$ cat src/rtl/uart_pkg.sv
// rtl/uart_pkg.sv - UART state encoding and frame constants shared by transmitter and receiver (PARITY used with UART_TX_PARITY_EN)
package uart_pkg;

    localparam int   UART_DATA_BITS = 8;
    localparam logic UART_START_BIT = 1'b0;
    localparam logic UART_STOP_BIT  = 1'b1;

    typedef enum logic [2:0] {
        IDLE     = 3'd0,
        START    = 3'd1,
        DATA     = 3'd2,
        PARITY   = 3'd3,
        STOP     = 3'd4,
        WAIT_REL = 3'd5
    } uart_state_t;

endpackage

$ cat src/rtl/uart_baud_tick.sv
// rtl/uart_baud_tick.sv - per-bit cycle counter; tick marks the last cycle of each serial bit
module uart_baud_tick #(
    parameter int CLKS_PER_BIT = 10
) (
    input  logic clk,
    input  logic clr,
    input  logic en,
    input  logic restart,
    output logic tick
);

    localparam int            CW   = $clog2(CLKS_PER_BIT);
    localparam logic [CW-1:0] LAST = CW'(CLKS_PER_BIT - 1);

    logic [CW-1:0] cnt;

    assign tick = en && (cnt == LAST);

    // Held at zero while idle so the first bit after a capture is full length.
    always_ff @(posedge clk) begin
        if (clr || restart || !en || tick) begin
            cnt <= '0;
        end else begin
            cnt <= cnt + CW'(1);
        end
    end

endmodule

$ cat src/rtl/uart_transmitter.sv
// rtl/uart_transmitter.sv - 8N1 UART transmitter with 4-phase XMT_REQ/XMT_ACK handshake; UART_TX_PARITY_EN adds a parity bit
module uart_transmitter
    import uart_pkg::*;
#(
    parameter int CLKS_PER_BIT = 10,
    parameter int PARITY_ODD   = 0
) (
    input  logic       clk,
    input  logic       clr,
    input  logic       XMT_REQ,
    input  logic [7:0] XMT_DATA,
    output logic       XMT_ACK,
    output logic       XMT_BUSY,
    output logic       XMT
);

    localparam logic [2:0] LAST_IDX = 3'(UART_DATA_BITS - 1);

    uart_state_t state, state_n;
    logic [7:0]  shreg, shreg_n;
    logic [2:0]  idx, idx_n;
    logic        armed, armed_n;
    logic        ack_n, busy_n, xmt_n;
    logic        capture;
    logic        tick;
    logic        bit_en;
`ifdef UART_TX_PARITY_EN
    logic        par_bit, par_n;
`endif

    assign bit_en = (state == START) || (state == DATA) ||
                    (state == PARITY) || (state == STOP);

    uart_baud_tick #(
        .CLKS_PER_BIT(CLKS_PER_BIT)
    ) u_baud_tick (
        .clk     (clk),
        .clr     (clr),
        .en      (bit_en),
        .restart (capture),
        .tick    (tick)
    );

    always_comb begin
        state_n = state;
        shreg_n = shreg;
        idx_n   = idx;
        armed_n = armed;
        ack_n   = XMT_ACK;
        busy_n  = XMT_BUSY;
        xmt_n   = XMT;
        capture = 1'b0;
`ifdef UART_TX_PARITY_EN
        par_n   = par_bit;
`endif

        // Handshake release runs independently of frame progress.
        if (!XMT_REQ) begin
            ack_n   = 1'b0;
            armed_n = 1'b1;
        end

        case (state)
            IDLE: begin
                if (XMT_REQ && armed) begin
                    capture = 1'b1;
                end
            end
            START: begin
                if (tick) begin
                    state_n = DATA;
                    idx_n   = '0;
                    xmt_n   = shreg[0];
                end
            end
            DATA: begin
                if (tick) begin
                    if (idx == LAST_IDX) begin
`ifdef UART_TX_PARITY_EN
                        state_n = PARITY;
                        xmt_n   = par_bit;
`else
                        state_n = STOP;
                        xmt_n   = UART_STOP_BIT;
`endif
                    end else begin
                        idx_n   = idx + 3'd1;
                        shreg_n = shreg >> 1;
                        xmt_n   = shreg[1];
                    end
                end
            end
`ifdef UART_TX_PARITY_EN
            PARITY: begin
                if (tick) begin
                    state_n = STOP;
                    xmt_n   = UART_STOP_BIT;
                end
            end
`endif
            STOP: begin
                if (tick) begin
                    // Re-armed producer chains the next start bit with no idle gap.
                    if (XMT_REQ && armed) begin
                        capture = 1'b1;
                    end else begin
                        busy_n  = 1'b0;
                        state_n = XMT_REQ ? WAIT_REL : IDLE;
                    end
                end
            end
            WAIT_REL: begin
                if (!XMT_REQ) begin
                    state_n = IDLE;
                end
            end
            default: begin
                state_n = IDLE;
                xmt_n   = UART_STOP_BIT;
                busy_n  = 1'b0;
            end
        endcase

        if (capture) begin
            state_n = START;
            shreg_n = XMT_DATA;
            idx_n   = '0;
            xmt_n   = UART_START_BIT;
            ack_n   = 1'b1;
            busy_n  = 1'b1;
            armed_n = 1'b0;
`ifdef UART_TX_PARITY_EN
            par_n   = (^XMT_DATA) ^ 1'(PARITY_ODD);
`endif
        end
    end

    always_ff @(posedge clk) begin
        if (clr) begin
            state    <= IDLE;
            shreg    <= '0;
            idx      <= '0;
            armed    <= 1'b1;
            XMT_ACK  <= 1'b0;
            XMT_BUSY <= 1'b0;
            XMT      <= UART_STOP_BIT;
`ifdef UART_TX_PARITY_EN
            par_bit  <= 1'b0;
`endif
        end else begin
            state    <= state_n;
            shreg    <= shreg_n;
            idx      <= idx_n;
            armed    <= armed_n;
            XMT_ACK  <= ack_n;
            XMT_BUSY <= busy_n;
            XMT      <= xmt_n;
`ifdef UART_TX_PARITY_EN
            par_bit  <= par_n;
`endif
        end
    end

endmodule

$ cat config.mk
export PLATFORM = sky130hd
export DESIGN_NAME = uart_transmitter
export DESIGN_NICKNAME = d
export VERILOG_FILES = /design/src/rtl/uart_pkg.sv /design/src/rtl/uart_baud_tick.sv /design/src/rtl/uart_transmitter.sv
export SDC_FILE = /design/constraint.sdc
export NUM_CORES = 1
export LEC_CHECK = 0
export CAP_MARGIN = 10
export CORE_MARGIN = 2
export CORE_UTILIZATION = 42
export CTS_CLUSTER_SIZE = 14
export DETAILED_ROUTE_END_ITERATION = 16
export GPL_TIMING_DRIVEN = 0
export SKIP_LAST_GASP = 1
export SLEW_MARGIN = 0
export SYNTH_ARGS = -nofsm -noshare
export SYNTH_HDL_FRONTEND = slang
export SYNTH_SLANG_ARGS = --single-unit
$ cat constraint.sdc
create_clock -name clk -period 2.8 [get_ports clk]
set_clock_uncertainty 0.2 [all_clocks]
set_input_delay 0.56 -clock clk [delete_from_list [all_inputs] [get_ports clk]]
set_output_delay 0.56 -clock clk [all_outputs]
set_load 0.005 [all_outputs]
==> flow_metrics.py <==
metrics = {
    "placed_design": {
        "dpl-instance-area_sq_um": 1260,
        "place.gp.congestion": 0.759,
        "hpwl_microns": 1510,
        "numPortBuffers": 13,
    },
    "clock_tree": {
        "tritoncts": "yes",
        "hold_buffers": 0,
        "cts_max_path_buffers": 2,
        "clock_sinks": 22,
        "cts-root-buf": "clkbuf_4",
        "cts_resized": 0,
        "cts-htree-levels": 1,
        "cts.reportedPaths.clkPinSlew_ps": 120,
        "post_cts_buffers": 0,
        "clock_latency_ps": 310,
        "cts_buffers": 3,
    },
    "timing": {
        "setup_tns_ps": 0,
        "max_slew_margin": 0.692,
        "post-route-period-util": 0.709,
        "fmax_mhz": 504,
        "rsz0062_at_grt": "no",
        "layout_min_cycle_time_ps": 1990,
        "setup_violations": 0,
        "hold_viol_final": 0,
        "worstMarginPinSlew_ps": 461,
        "final_max_slew_viol_count": 0,
    },
    "power_and_ir_drop": {
        "power.internal_mw": 0.470,
        "seq_power_share": 0.557,
        "p_total_mw": 0.627,
        "power_frac_comb": 0.165,
        "clock_power_share": 0.279,
        "p_per_area_nw_per_um2": 484,
        "p_leak_nw": 0.474,
        "power_switching_mw": 0.156,
        "switching_share": 0.249,
        "peakVddDrop_uv": 391,
    },
    "synthesis": {
        "syn_nets": 138,
        "synthDistinctLibCells": 37,
        "syn_avg_cell_area_sq_um": 8.88,
        "ys_warn_count": 0,
        "yosysSeqAreaShare": 0.403,
        "netlist_instances": 123,
        "syn_area_sq_um": 1090,
        "synth_flop_cell": "dfxtp_1",
        "ys_async_sr_fraction": 0,
        "synth_edf_count": 0,
        "synth-seq-cells": 22,
    },
    "die": {
        "dieArea_sq_um": 3020,
        "core_sq_um": 2480,
        "initial_utilization": 0.441,
        "ios": 14,
        "std_cell_rows": 18,
        "die_w_microns": 55.0,
        "dieHeight_microns": 55.0,
    },
    "setup_path": {
        "cp_slowest_cell": "clkdlybuf4s50_1",
        "cp_num_cells": 1,
        "arrival_ps": 1230,
        "critPathKind": "reg -> out",
        "crit_fanout": 4,
        "cp.required_ps": 2040,
        "regToRegSetupSlack_ps": 840,
        "end_kind": "output port",
        "start_kind": "register",
        "cpPeakStageDelay_ps": 520,
        "crit_buf_inv": 1,
        "cpLargestDelayFamily": "buffers and inverters",
        "ff2ff_path_depth": 7,
        "cp_cell_sequence": "clkdlybuf4s50_1",
    },
    "cells_and_area": {
        "register_area_sq_um": 440,
        "layout.nets": 156,
        "area_delta_synth_final_pct": 18.7,
        "final_common_cell": "dfxtp_1",
        "multiInputGateArea_sq_um": 591,
        "layout_common_cells": "dfxtp_1 (22), nand2_1 (19), nor2_1 (17), clkdlybuf4s50_1 (13), a311oi_1 (7)",
        "drive_above_1_share": 0.100,
        "diodes": 0,
        "finalInstanceArea_sq_um": 1300,
        "fill_cells": 266,
    },
    "global_route": {
        "grt_usage": 0.166,
        "grt_pass1_wl_microns": 3550,
        "gr-total-overflow": 0,
        "grt_max_degree": 13,
        "antenna_found_initial": 0,
        "grt_pass1_vias": 787,
    },
    "routing": {
        "drt-pass1-iter-count": 2,
        "wl_microns": 2120,
        "drt_iter0_markers": 3,
        "vias": 897,
        "viasPerCell": 5.28,
        "ant_nets": 0,
        "wire_per_inst_microns": 12.5,
        "drc": 0,
    },
    "worst_hold_path": {
        "worstHoldPathType": "reg -> reg",
        "hold_depth": 2,
    },
    "flow_run": {
        "cap_viol_max_count": 0,
    },
    "status": {
        "outcome": "complete, no violations",
    },
}
==> layer usage <==
layer,wire (microns),track usage,up-vias
met4,15,0.0488,0
met1,1110,0.220,411
met3,65,0.0565,2
met5,0,0,-
li1,-,-,474
met2,928,0.254,10
==> through the flow <==
stage	util	hold WS [ps]	instances	worst slack [ps]
after floorplan	-	233	123	1050
after global placement	0.509	248	166	525
after detailed placement	0.509	250	166	516
after CTS	0.523	271	170	803
after global routing	0.523	286	170	727
final	0.523	269	170	815
==> power by group through the flow <==
stage | Sequential (mW) | Combinational (mW) | Clock, mW
2_1_floorplan | 0.354 | 0.0631 | 0
3_3_place_gp | 0.355 | 0.103 | 0
3_5_place_dp | 0.356 | 0.103 | 0
4_1_cts | 0.349 | 0.104 | 0.183
5_1_grt | 0.353 | 0.112 | 0.200
6_report | 0.349 | 0.103 | 0.175
==> cells by family (layout without fill, tap and decap cells) <==
logic type,Yosys count,after routing,synth area share
and+or+nand+nor,54,54,0.247
AOI/OAI and AO/OA,29,29,0.205
DFF,22,22,0.403
buffers and inverters,9,26,0.0561
adders and majority gates,4,4,0.0458
xor gates and xnor gates,3,3,0.0241
muxes,2,2,0.0183
==> synth_stat cells, types with 2 or more instances <==
library cell | count | share of area
a21oi_1 | 3 | 0.014
a22oi_1 | 4 | 0.027
a311oi_1 | 7 | 0.056
a31oi_1 | 2 | 0.011
buf_6 | 3 | 0.031
clkbuf_1 | 2 | 0.0069
dfxtp_1 | 22 | 0.40
ha_1 | 4 | 0.046
inv_1 | 2 | 0.0069
mux2i_1 | 2 | 0.018
nand2_1 | 19 | 0.065
nand3_1 | 3 | 0.014
nor2_1 | 17 | 0.058
nor2b_1 | 2 | 0.011
nor3_1 | 2 | 0.0092
o21ai_0 | 5 | 0.023
o31ai_1 | 3 | 0.021
xnor2_1 | 2 | 0.016
==> path summary, 6_finish.rpt <==
check | start | to
worst min register to register | XMT_ACK | XMT_ACK
worst max register to register | idx[0] | shreg[5]
worst max-delay path | XMT | XMT
worst min-delay path | XMT_ACK | XMT_ACK
==> sequential cells by signal, summed over array words and instances, names as in the netlist <==
| register | count |
|---|---|
| u_baud_tick.cnt | 4 |
| armed | 1 |
| XMT_BUSY | 1 |
| state | 3 |
| shreg | 8 |
| XMT_ACK | 1 |
| XMT | 1 |
| idx | 3 |
==> layout make-up <==
| cell class | count | area share |
|---|---|---|
| Sequential cell | 22 | 0.340 |
| Multi-Input combinational cell | 92 | 0.456 |
| Clock buffer | 4 | 0.0280 |
| Timing Repair Buffer | 13 | 0.100 |
| Inverter | 2 | 0.00579 |
| Tap cell | 30 | 0.0290 |
| Buffer | 7 | 0.0415 |
Note: power is estimated with default switching activity, not from simulation.
